### config.mk
export PLATFORM = sky130hd
export DESIGN_NAME = aes_cbc_sequencer
export DESIGN_NICKNAME = d
export VERILOG_FILES = /design/src/rtl/aes_pkg.sv /design/src/rtl/aes_cbc_watchdog.sv /design/src/rtl/aes_cbc_sequencer.sv
export SDC_FILE = /design/constraint.sdc
export NUM_CORES = 1
export LEC_CHECK = 0
export CORE_AREA = 2 2 359 361
export CTS_CLUSTER_SIZE = 25
export DETAILED_ROUTE_END_ITERATION = 7
export DIE_AREA = 0 0 361 363
export GPL_TIMING_DRIVEN = 1
export SETUP_SLACK_MARGIN = 0.3
export SYNTH_ARGS = -nofsm -noshare
export SYNTH_HDL_FRONTEND = slang
export SYNTH_SLANG_ARGS = --single-unit
export TNS_END_PERCENT = 10
### constraint.sdc
create_clock -name clk -period 2.45 [get_ports clk]
set_input_delay 0.3675 -clock clk [delete_from_list [all_inputs] [get_ports clk]]
set_output_delay 0.3675 -clock clk [all_outputs]
set_load 0.05 [all_outputs]
### src/rtl/aes_pkg.sv
`default_nettype none
// +--------------------------------------------------------------------------+
// | aes_pkg: shared encodings for the SPI slave and the AES CBC sequencer.    |
// | Revision: 1.0                                                             |
// +--------------------------------------------------------------------------+
package aes_pkg;

    localparam int AES_BLOCK_W = 128;

    localparam logic [1:0] ST_IDLE  = 2'b00;
    localparam logic [1:0] ST_ISSUE = 2'b01;
    localparam logic [1:0] ST_WAIT  = 2'b10;

    typedef enum logic [1:0] {
        S_IDLE  = ST_IDLE,
        S_ISSUE = ST_ISSUE,
        S_WAIT  = ST_WAIT
    } seq_state_e;

    localparam int STAT_DONE    = 0;
    localparam int STAT_TIMEOUT = 1;
    localparam int STAT_OVERRUN = 2;

    // Command codes decoded by the SPI slave
    localparam logic [7:0] CMD_WRITE_KEY   = 8'h01;
    localparam logic [7:0] CMD_WRITE_IV    = 8'h02;
    localparam logic [7:0] CMD_WRITE_PT    = 8'h03;
    localparam logic [7:0] CMD_START       = 8'h04;
    localparam logic [7:0] CMD_READ_CT     = 8'h05;
    localparam logic [7:0] CMD_READ_STATUS = 8'h06;
    localparam logic [7:0] CMD_SOFT_RESET  = 8'hFF;

    function automatic logic [AES_BLOCK_W-1:0] cbc_chain_in(
        input logic [AES_BLOCK_W-1:0] pt,
        input logic [AES_BLOCK_W-1:0] prev
    );
        return pt ^ prev;
    endfunction

endpackage
`default_nettype wire

### src/rtl/aes_cbc_watchdog.sv
`default_nettype none
// +--------------------------------------------------------------------------+
// | aes_cbc_watchdog: clearable up-counter flagging TIMEOUT_CYCLES reached.   |
// | Revision: 1.0                                                             |
// +--------------------------------------------------------------------------+
module aes_cbc_watchdog #(
    parameter int TIMEOUT_CYCLES = 1023
) (
    input  logic clk,
    input  logic rst,
    input  logic clear_i,
    input  logic enable_i,
    output logic expire_o
);

    localparam int CNT_W = $clog2(TIMEOUT_CYCLES + 1);
    localparam logic [CNT_W-1:0] c_cnt_max = CNT_W'(TIMEOUT_CYCLES);

    logic [CNT_W-1:0] count_q;
    logic [CNT_W-1:0] count_d;

    // Saturates so a late enable can never wrap back below the limit
    always_comb begin
        count_d = count_q;
        if (clear_i) begin
            count_d = '0;
        end else if (enable_i && (count_q != c_cnt_max)) begin
            count_d = count_q + CNT_W'(1);
        end
    end

    always_ff @(posedge clk or negedge rst) begin
        if (!rst) begin
            count_q <= '0;
        end else begin
            count_q <= count_d;
        end
    end

    assign expire_o = (count_q == c_cnt_max);

endmodule
`default_nettype wire

### src/rtl/aes_cbc_sequencer.sv
`default_nettype none
// +--------------------------------------------------------------------------+
// | aes_cbc_sequencer: CBC chaining, core handshake and watchdog for AES-128. |
// | Revision: 1.0                                                             |
// +--------------------------------------------------------------------------+
module aes_cbc_sequencer
    import aes_pkg::*;
#(
    parameter int TIMEOUT_CYCLES = 1023,
    parameter int BLOCK_W        = AES_BLOCK_W
) (
    input  logic               clk,
    input  logic               rst,
    input  logic               start_encryption,
    input  logic               new_message,
    input  logic [BLOCK_W-1:0] plaintext,
    input  logic [BLOCK_W-1:0] key,
    input  logic [BLOCK_W-1:0] iv,
    output logic [BLOCK_W-1:0] ciphertext,
    output logic               encryption_done,
    output logic               busy,
    output logic [7:0]         status,
    output logic               core_start,
    output logic [BLOCK_W-1:0] core_key,
    output logic [BLOCK_W-1:0] core_block_in,
    input  logic               core_done,
    input  logic [BLOCK_W-1:0] core_block_out
);

    seq_state_e         state_q;
    logic [BLOCK_W-1:0] key_q;
    logic [BLOCK_W-1:0] block_q;
    logic [BLOCK_W-1:0] chain_q;
    logic [BLOCK_W-1:0] ciphertext_q;
    logic               chain_valid_q;
    logic               done_q;
    logic               timeout_q;
    logic               overrun_q;
    logic               core_start_q;

    logic               w_wd_clear;
    logic               w_wd_enable;
    logic               w_wd_expire;
    logic [BLOCK_W-1:0] w_chain_src;

    assign w_wd_clear  = (state_q == S_ISSUE);
    assign w_wd_enable = (state_q == S_WAIT);

    aes_cbc_watchdog #(
        .TIMEOUT_CYCLES (TIMEOUT_CYCLES)
    ) u_watchdog (
        .clk      (clk),
        .rst      (rst),
        .clear_i  (w_wd_clear),
        .enable_i (w_wd_enable),
        .expire_o (w_wd_expire)
    );

    // A fresh message, or a chain broken by timeout/reset, restarts from the IV
    assign w_chain_src = (new_message || !chain_valid_q) ? iv : chain_q;

    always_ff @(posedge clk or negedge rst) begin
        if (!rst) begin
            state_q       <= S_IDLE;
            key_q         <= '0;
            block_q       <= '0;
            chain_q       <= '0;
            ciphertext_q  <= '0;
            chain_valid_q <= 1'b0;
            done_q        <= 1'b0;
            timeout_q     <= 1'b0;
            overrun_q     <= 1'b0;
            core_start_q  <= 1'b0;
        end else begin
            core_start_q <= 1'b0;
            case (state_q)
                S_IDLE: begin
                    if (start_encryption) begin
                        key_q        <= key;
                        block_q      <= cbc_chain_in(plaintext, w_chain_src);
                        done_q       <= 1'b0;
                        timeout_q    <= 1'b0;
                        if (new_message) begin
                            overrun_q <= 1'b0;
                        end
                        core_start_q <= 1'b1;
                        state_q      <= S_ISSUE;
                    end
                end
                S_ISSUE: begin
                    if (start_encryption) begin
                        overrun_q <= 1'b1;
                    end
                    state_q <= S_WAIT;
                end
                S_WAIT: begin
                    if (start_encryption) begin
                        overrun_q <= 1'b1;
                    end
                    // Completion takes priority over a coincident expiry
                    if (core_done) begin
                        ciphertext_q  <= core_block_out;
                        chain_q       <= core_block_out;
                        chain_valid_q <= 1'b1;
                        done_q        <= 1'b1;
                        state_q       <= S_IDLE;
                    end else if (w_wd_expire) begin
                        timeout_q     <= 1'b1;
                        chain_valid_q <= 1'b0;
                        state_q       <= S_IDLE;
                    end
                end
                default: begin
                    state_q <= S_IDLE;
                end
            endcase
        end
    end

    assign ciphertext      = ciphertext_q;
    assign encryption_done = done_q;
    assign busy            = (state_q == S_ISSUE) || (state_q == S_WAIT);
    assign core_start      = core_start_q;
    assign core_key        = key_q;
    assign core_block_in   = block_q;

    always_comb begin
        status               = 8'h00;
        status[STAT_DONE]    = done_q;
        status[STAT_TIMEOUT] = timeout_q;
        status[STAT_OVERRUN] = overrun_q;
    end

endmodule
`default_nettype wire
Word level (Yosys, flattened, before mapping)
Index checks and enable logic that the tools add are counted.

Latch bits: 0. Memories kept: 0. Input port bits: 517. Bits in writable memories: 0. Register bits: 401. ROM bits: 0.

Add/sub/neg operators: 1. Div/mod/pow operators: 0. $mul: 0. Shift operators: 0. Bitwise operators: 1. Equal/unequal tests: 11. Mux-type cells: 21. Reduce and logical (&&, ||, !) cells: 17. $lt $le $gt $ge: 0.

Operator list (number): 128-bit two-way mux (1); 128-bit bitwise XOR (1); 10-bit two-way mux (2); 1-bit two-way mux (11); 10-bit by 1-bit adder with 10-bit output, second input constant (1); 10-bit equality test, second input constant (1); 10-bit != test, second input constant (1); 2-bit != test, second input constant (5); 2-bit AND reduction (4); 4-bit AND reduction (2); 2-bit nonzero test (4); 2-bit two-way mux (3); 1-bit case mux with 2 select lines (3); 2-bit case mux with 3 select lines (1); 3-bit != test, second input constant (1); 3-bit AND reduction (1); 2-bit by 1-bit equality test with 1-bit output, second input constant (1); 2-bit equality test, second input constant (1); 2-bit logical NOT (1); 1-bit logical OR (2); 2-bit by 1-bit != test with 1-bit output, second input constant (1); 2-bit OR reduction (1); 1-bit logical AND (1); 1-bit logical NOT (1).

Longest topological paths before layout
Gate-level depths: netlist (run 1).

Depth after elaboration: 4. Depth in mapped cells: 9. Depth with buffers taken out: 7.

Modules after synthesis
Synthesis (run 1) repeated with hierarchy kept, for this count alone.

Cells, all modules: 2035. Area total of the unflattened synthesis: 20935.1 um^2.

Modules (own cells, without submodules): aes_cbc_sequencer (area an instance 20394.6 um^2, cells each 1978, instances 1); aes_cbc_watchdog (area an instance 540.5 um^2, cells each 57, instances 1).

Worst setup path after synthesis (run 1)
No wires, ideal clock.

Path kind: reg2reg. Start point: reg state_q[0]. End point: reg block_q[35], in the netlist core_block_in[35]. Clock period less this slack: 1589 ps. Arrival time: 1512 ps. Library setup time: 77 ps. Buffers on the path: 3. Data required time: 2373 ps. Slack: 861 ps. Stages on the path, launching flop included: 9. Path through: dfrtp_1 > inv_1 > ha_1 > nand2_2 > buf_6 > buf_2 > clkbuf_1 > nand2_1 > o21ai_1.

Word-level cells in the longest chain between the ends: 2.

Ends and longest elaborated chain: start: declaration (line aes_cbc_sequencer.sv:30) `seq_state_e state_q;`; start signal: assignment (line aes_cbc_sequencer.sv:64) `state_q <= S_IDLE;`; start signal: assignment (line aes_cbc_sequencer.sv:87) `state_q <= S_ISSUE;`; start signal: assignment (line aes_cbc_sequencer.sv:94) `state_q <= S_WAIT;`; 2-bit logical NOT (line aes_cbc_sequencer.sv:76) `case (state_q)`; 2-bit AND reduction (no source line); end signal: assignment (line aes_cbc_sequencer.sv:80) `block_q <= cbc_chain_in(plaintext, w_chain_src);`; end: declaration (line aes_cbc_sequencer.sv:32) `logic [BLOCK_W-1:0] block_q;`.

Every way passes these cells. A chain may end at the register's enable or synchronous reset.

Final worst setup path (run 1)
Start point: reg block_q[73], in the netlist core_block_in[73]. End point: out core_block_in[73].

RTL lines: end: declaration (line aes_cbc_sequencer.sv:25) `output logic [BLOCK_W-1:0] core_block_in,`.

No word-level cell between the ends.

==> results by stage, run 1 <==
Global routing:
- The first global-routing pass estimated 105,000 µm of wire.
- The combined global-route utilization of all metal layers is 10.7%.
- The number of global-route vias before repair came to 15,900.
- The global-route congestion overflow total is 0.
- The number of antenna violations at the first check in global routing was 8.
- Entering global routing, the biggest net connects 70 pins.

Finish:
- In the final layout, the share of cells above drive strength 1 is 11.5%.
- The post-synthesis to final-layout area growth is 73.1%.
- The number of nets at the end of the flow is 3,057.
- The fill cell total of the finished layout is 13,600.

STA:
- The transition at the pin with the smallest max-transition slack is 0.687 ns.
- On the final layout, the worst clock skew is 0.0122 ns.
- The worst slew margin relative to its limit is 54.4%.
- Setup repair after global routing could not meet its margin everywhere.
- The final-report max-slew violation count was 0.
- The tightest hold path in the finished design has a slack of 0.266 ns.
- The clock period could shrink to 2.20 ns.
- The total of endpoints with negative setup slack in the final report is 0.
- The count of final hold-check violations came to 0.
- Setup slack closes at 0.248 ns.
- Derived from the worst setup path, the maximum achievable clock frequency is 0.454 GHz.
- Of the available clock period, the critical path in the final layout requires 89.9%.
- The total negative setup slack is 0 ns.

Yosys:
- The count of synthesis-stage warnings from yosys is 0.
- The share of the yosys chip area belonging to registers is 56.8%.
- The area share of the largest cell type after synthesis is 56.8%.
- The cell accounting for the most synthesized area is dfrtp_1.
- Counting flops with an async set or reset pin after synthesis yields a share of 100%.
- The dominant synthesized flop cell is dfrtp_1.
- The count of flip-flops with a built-in enable after synthesis is 0.
- Synthesis inferred 401 register bits.
- The number of different library cells used by synthesis comes to 42.
- The cell area that synthesis handed to floorplanning was 17,700 µm².
- The count of mapped cells out of synthesis is 1,599.
- Dividing the synthesized area by the synthesized cell count gives 11.1 µm².
- Yosys attributes the largest share of cell area to dfrtp_1, nand2_1, mux2_2.

Power:
- Across the VDD grid, the largest voltage drop is 0.790 mV.
- The analysis attributes to cell leakage a power of 13.7 nW.
- For this design the ratio of total power to cell area is 1480 nW/µm².

Worst hold path:
- The path class of the tightest hold or removal check is in2async.

Critical path:
- The number of buffers and inverters on the critical path is 1.
- Data on the critical path is required at its endpoint by 2.08 ns.
- The critical path capture point type is a primary output.
- The number of cells on the worst reg-to-reg path is 7.
- Walking the worst path, the cells encountered are clkdlybuf4s50_1.
- The largest fanout on the critical path is 2.
- The startpoint-to-endpoint class of the critical path is reg2out.
- STA puts the critical path data arrival time at 1.83 ns.
- The number of logic stages on the critical path including buffering is 1.
- The kind of cell adding the most delay to the critical path is buffers and inverters.
- The critical path's slowest cell is clkdlybuf4s50_1.
- STA classifies the critical path startpoint as a flip-flop.
- The largest stage delay on the critical path is 0.85 ns.

Run status:
- The run finished with clean final reports.

Floorplan:
- The count of pins on the block boundary is 912.
- The initial cell density of the core is 13.9%.
- Row generation in the floorplan step produced 131 rows.
- After floorplanning, the core was sized to cover 127,000 µm².
- The overall die height is 363 µm.
- The die width is 361 µm.
- The die covers 131,000 µm².

Clock network:
- For the worst-skew pair, the clock arrives at the later sink with an insertion delay of 0.61 ns.
- CTS built an H-tree with a depth of 2.
- Counting every sink on the clock net gives 401.
- After clock tree synthesis, the clock-pin slew on the worst setup and hold paths is 0.05 ns.
- In this run, CTS created clock tree buffers numbering 51.
- The number of setup buffers added after CTS is 0.
- TritonCTS built the clock tree.
- The root buffer cell chosen for the clock tree is clkbuf_16.
- The longest clock path from root to sink contains 3 buffers.

Detailed routing:
- The detailed router finished its first iteration with 777 violations.
- The total wire length after detailed routing is 73,700 µm.
- The post-route DRC violation count is 0.
- The detailed-route wire length per cell is 17.4 µm.
- The number of nets with antenna violations after routing is 0.
- In the routed layout, each cell is associated on average with a via count of 3.57.
- The final route contains 15,100 vias.
- For this run, the detailed router's first-pass iteration total came to 5.

Placement:
- The post-detailed-placement half-perimeter wirelength is 57,900 µm.
- The final estimated routing congestion in global placement is 0.838.
- The count of buffers from port buffering is 906.
- The minimum setup slack after placement is 0.0931 ns.

Job:
- The number of maximum-capacitance violations is 0.
==> metal layers <==
metal | vias up | GRT usage (%) | share of wire [%]
li1 | 7116 | - | -
met1 | 7288 | 13.0 | 41
met2 | 588 | 17.8 | 48
met3 | 137 | 2.86 | 6.9
met4 | 2 | 4.80 | 4.0
met5 | - | 0 | 0.018
==> cells in the final DEF, fill, tap and decap left out, types with 2 or more instances in the layout <==
master	count
clkdlybuf4s50_1	824
nand2_1	517
dfrtp_1	401
mux2i_1	131
xor2_1	131
mux2_2	128
o21ai_1	120
buf_4	58
clkbuf_16	53
dlygate4sd2_1	38
dlymetal6s2s_1	34
buf_12	18
nor2_1	14
clkbuf_8	12
o21ai_0	11
clkinv_2	10
a21oi_1	9
clkbuf_1	9
ha_1	5
conb_1	5
nor3_1	4
o211ai_1	4
diode_2	3
nand2b_1	3
clkinvlp_4	3
inv_1	2
and3_1	2
a31oi_1	2
bufinv_16	2
==> power breakdown <==
part	switching [mW]	leakage, nW	internal, mW
combinational	17.0	8.00	8.58
sequential	2.29	4.92	9.81
clock	3.05	0.822	4.49
total	22.4	13.7	22.9
==> flip-flops by register name (all words and copies together), names as in the netlist <==
| register | flops |
|---|---|
| u_watchdog.count_q | 10 |
| core_block_in | 128 |
| state_q | 2 |
| timeout_q | 1 |
| encryption_done | 1 |
| overrun_q | 1 |
| core_start | 1 |
| chain_valid_q | 1 |
| core_key | 128 |
| ciphertext | 128 |
==> stage by stage <==
stage               power, mW  cells  area [µm²]  util, %
global route             47.5   4236       30600     24.1
CTS                      45.9   4234       30500     24.0
global placement         38.0   4143       28900     22.7
floorplan                28.0   1603       17700        -
detailed placement       38.3   4143       28900     22.7
finish                   45.3   4237       30600     24.1
==> Yosys cell counts (2+ instances only) <==
cell type	number
buf_6	12
dfrtp_1	401
mux2i_1	131
nor3_1	4
a31oi_1	2
inv_1	2
xor2_1	131
clkbuf_1	26
buf_12	2
o21ai_0	11
nor2_1	14
o21ai_1	120
a21oi_1	9
o211ai_1	4
nand2b_1	3
nand2_1	518
buf_8	12
buf_4	13
buf_2	29
and3_1	2
mux2_2	128
ha_1	5
==> kinds of logic (layout without fill, tap and decap cells) <==
group / Yosys count / in the layout / synth area share [%]
AOI/OAI and AO/OA: 151 / 151 / 4.53
xor gates and xnor gates: 131 / 131 / 6.49
adders and majority gates: 5 / 5 / 0.354
buffers and inverters: 98 / 1067 / 4.03
DFF: 401 / 401 / 56.8
muxes: 259 / 259 / 15.6
other: 1 / 8 / 0.0212
and+or+nand+nor: 553 / 553 / 12.2
==> final timing paths <==
check                                        from               endpoint  slack, ns
worst max register to register         state_q[0]  u_watchdog.count_q[9]       0.58
worst min register to register        core_key[3]            core_key[3]       0.47
worst min-delay path                          rst        ciphertext[111]       0.27
max in group asynchronous                     rst     core_block_in[122]       1.22
worst max-delay path            core_block_in[73]      core_block_in[73]       0.25
min in group clk                          key[17]           core_key[17]       0.29
==> area by class of cell <==
cell class	count	area (µm²)	share of cell area, %
Clock buffer	74	1530	4.99
Sequential cell	401	10000	32.8
Antenna cell	3	7.51	0.0245
Multi-Input combinational cell	1104	6970	22.8
Timing Repair Buffer	974	9830	32.1
Inverter	3	13.8	0.0450
Clock inverter	16	141	0.462
Tap cell	1662	2080	6.80
==> what timing repair did <==
action                     in CTS  in global routing
gates resized for setup        38                 34
setup endpoints to repair     380                343
gates cloned                    0                  0
hold endpoints to repair       40                  0
hold buffers                    1                  0
No activity file was read; power rests on OpenSTA's default activity.
==> run 2: changes to the inputs <==
Settings changed: CAP_MARGIN set to 10, CORE_AREA 2 2 359 361 to 5 5 352 354, DIE_AREA 0 0 361 363 to 0 0 357 359.
==> run 2 against run 1 <==
  * Largest power group unchanged
  * Critical path depth unchanged
  * Wire length increased by 8.3%
  * Die area decreased by 2.2%
==> results by stage, run 2 (synthesis results as in run 1) <==
Run status:
- The flow ran to the end, and the final reports show no timing, DRC or antenna violations.

Global routing:
- The number of global-route vias before repair was 15,900 (-0.18%).
- The maximum number of pins on one net before global-route repair is 87 (+24%).
- The combined global-route utilization of all metal layers is 11.9% (+1.2 points).
- The global-route congestion overflow total is 0 (unchanged).
- The global-route wire length before repair is 113,000 µm (+7.2%).
- The number of antenna violations at the first check in global routing was 11 (+3).

Power:
- The relative contribution of combinational cells to total power is 56.4% (-0.2 points).
- The switching share of power came to 49.8% (+0.36 points).
- The internal power contribution is 22.8 mW (-0.30%).
- The share of total power in the clock network is 16.6% (about the same).
- The power density relative to cell area is 1490 nW/µm² (+0.63%).
- The static leakage power is 13.7 nW (-0.19%).
- The sequential group share of total power is 27.0% (+0.3 points).
- The largest voltage drop on the vdd net is 0.788 mV (-0.26%).
- The net switching component of the power was 22.6 mW (+1.2%).

Detailed routing:
- The number of detailed-routing iterations run before antenna repair is 4 (-1).
- The number of violations reported at the end of detailed-routing iteration 0 is 852 (+9.7%).
- The detailed-route wire length per cell is 19.0 µm (+9.3%).
- The number of nets with antenna violations after routing was 0 (unchanged).
- The total via count in the routed design is 15,100 (+0.066%).
- The post-route DRC violation count is 0 (unchanged).
- The total wire length after detailed routing was 79,800 µm (+8.3%).
- The number of vias per cell after detailed routing is 3.61 (+0.97%).

STA:
- The final-report max-slew violation count is 0 (unchanged).
- The share of the clock period used by the worst path is 91.9% (+2.0 points).
- The transition at the pin with the smallest max-transition slack is 0.729 ns (+0.0419 ns).
- The maximum operating frequency is 0.444 GHz (-2.2%).
- The post-layout worst setup margin is 0.198 ns (-0.0494 ns).
- Setup repair after global routing could not meet its margin everywhere.
- The worst hold slack across all endpoints came to 0.284 ns (+0.0182 ns).
- The count of final hold-check violations was 0 (unchanged).
- The total of endpoints with negative setup slack in the final report is 0 (unchanged).
- The clock period minus worst slack is 2.25 ns (+0.0495 ns).
- The largest clock skew in the final design is 0.0133 ns (+0.00110 ns).
- The worst slew margin relative to its limit came to 50.0% (-4.4 points).

Clock network:
- The level count of the clock H-tree was 2 (unchanged).
- The buffer count from post-CTS setup fixing came to 0 (unchanged).
- The tree is rooted in a clkbuf_16.
- The number of clock sinks was 401 (unchanged).
- TritonCTS built the clock tree.
- The TritonCTS buffer count is 50 (-2.0%).
- The clock insertion delay at the later pin of the skew report is 0.61 ns (about the same).
- The clock-pin slew on the worst setup and hold paths came to 0.06 ns (about the same).
- The maximum number of buffers from clock root to sink is 3 (unchanged).

Job:
- The number of maximum-capacitance violations is 0 (unchanged).

Critical path:
- STA classifies the critical path startpoint as a flip-flop.
- The largest stage delay on the critical path is 0.84 ns (about the same).
- Among cell families on the critical path, the largest total delay comes from buffers and inverters.
- The timing endpoint of the critical path is ciphertext[67].
- The worst setup path startpoint is ciphertext[67].
- The number of logic stages on the critical path including buffering is 1 (unchanged).
- The critical path buffer and inverter count was 1 (unchanged).
- The critical path required time is 2.08 ns (about the same).
- The data arrival time at the worst-slack endpoint came to 1.88 ns (+0.05 ns).
- The critical path capture point type is a primary output.
- The minimum setup slack among reg-to-reg paths is 0.44 ns (-0.14 ns).
- The number of cells on the worst reg-to-reg path is 5 (-2).
- The critical path's slowest cell is clkdlybuf4s50_1.
- The startpoint-to-endpoint class of the critical path is reg2out.
- The beginning of the worst register-to-register path is chain_valid_q.
- In this run the critical register-to-register path is captured at core_block_in[54].
- The critical path goes through clkdlybuf4s50_1.
- The largest fanout on the critical path is 3 (+1).

Floorplan:
- The overall die height is 359 µm (-1.1%).
- The initial cell density of the core is 14.6% (+0.72 points).
- The die width came to 357 µm (-1.1%).
- The count of pins on the block boundary is 912 (unchanged).
- The total core area is 121,000 µm² (-4.9%).
- The die area is 128,000 µm² (-2.2%).
- The count of standard-cell rows is 128 (-2.3%).

Finish:
- The final cell count without fillers is 4,199 (-0.90%).
- The number of nets at the end of the flow is 3,048 (-0.29%).
- The fill cell total of the finished layout is 12,800 (-5.6%).
- In the layout the commonest cells are clkdlybuf4s50_1, nand2_1, dfrtp_1, mux2i_1, xor2_1.
- The leading cell type in the layout, fill and taps excluded is clkdlybuf4s50_1.
- The share of final-layout standard cells stronger than drive strength 1 is 11.3% (-0.29 points).
- The post-synthesis to final-layout area growth is 72.7%.
- The share of the core filled with cells was 25.3% (+1.2 points).

Worst hold path:
- The class of the worst hold path is in2reg.

Placement:
- The number of cells in the design after placement is 4,098 (-1.1%).
- The count of buffers from port buffering was 906 (unchanged).
- The final estimated routing congestion in global placement is 0.888 (+6.0%).
- The minimum setup slack after placement is 0.00725 ns (-0.0858 ns).
- The post-detailed-placement half-perimeter wirelength is 63,000 µm (+8.7%).
run 2: changes by cell type in the layout (fill, tap and decap cells not counted), moves of 2 or more:
cell             delta
clkinv_2            +3
buf_4              -14
diode_2             +3
dlygate4sd2_1       -2
inv_6               +2
clkdlybuf4s50_1     +5
run 2: worst min-delay path by stage:
stage                     startpoint         endpoint  slack [ns]  cells past startpoint
after floorplan                  rst    chain_valid_q        0.07                      0
after CTS                     key[3]      core_key[3]        0.20                      3
after detailed placement         rst     core_key[98]        0.35                      1
final                         key[3]      core_key[3]        0.28                      3
after global placement           rst  ciphertext[125]        0.35                      1
after global routing          key[7]      core_key[7]        0.23                      3
run 2: through the flow:
| stage | TNS (ns) | power, mW | area (µm²) |
|---|---|---|---|
| finish | 0 | 45.5 | 30500 |
| global route | 0 | 47.7 | 30500 |
| CTS | 0 | 46.2 | 30400 |
| detailed placement | 0 | 38.5 | 28800 |
| global placement | -0.0154 | 38.4 | 28800 |
| floorplan | 0 | 28.0 | 17700 |
run 2: timing repair:
action | CTS | global route
hold buffers | 1 | 0
gates cloned | 0 | 0
gates resized for setup | 41 | 34
endpoints found under the setup margin | 386 | 349
hold endpoints to repair | 34 | 0
run 2: layout make-up:
| class | count | area, µm² | share of cell area (%) |
|---|---|---|---|
| Inverter | 3 | 12.5 | 0.0410 |
| Clock buffer | 74 | 1530 | 5.00 |
| Tap cell | 1625 | 2030 | 6.66 |
| Multi-Input combinational cell | 1104 | 6970 | 22.8 |
| Timing Repair Buffer | 966 | 9800 | 32.1 |
| Antenna cell | 6 | 15.0 | 0.0492 |
| Clock inverter | 20 | 149 | 0.488 |
| Sequential cell | 401 | 10000 | 32.9 |
run 2: worst min-delay path: cells and delay by family:
kind | cells | cell delay, ns
and+or+nand+nor | 2 | 0.09
buffers and inverters | 1 | 0.39
run 2: power groups by stage:
| stage | clock network (mW) | registers (mW) | logic (mW) |
|---|---|---|---|
| floorplan | 0 | 22.5 | 5.49 |
| global placement | 0 | 12.3 | 26.0 |
| detailed placement | 0 | 12.4 | 26.1 |
| CTS | 7.88 | 12.3 | 26.0 |
| global route | 8.11 | 12.6 | 26.9 |
| finish | 7.55 | 12.3 | 25.6 |
run 2: layer usage:
layer | track usage [%] | vias up | part of all wire, %
met3 | 3.98 | 93 | 9.8
met4 | 3.69 | 2 | 2.3
met1 | 14.3 | 7313 | 40
met2 | 20.0 | 623 | 48
li1 | - | 7110 | -
met5 | 0 | - | 0.016
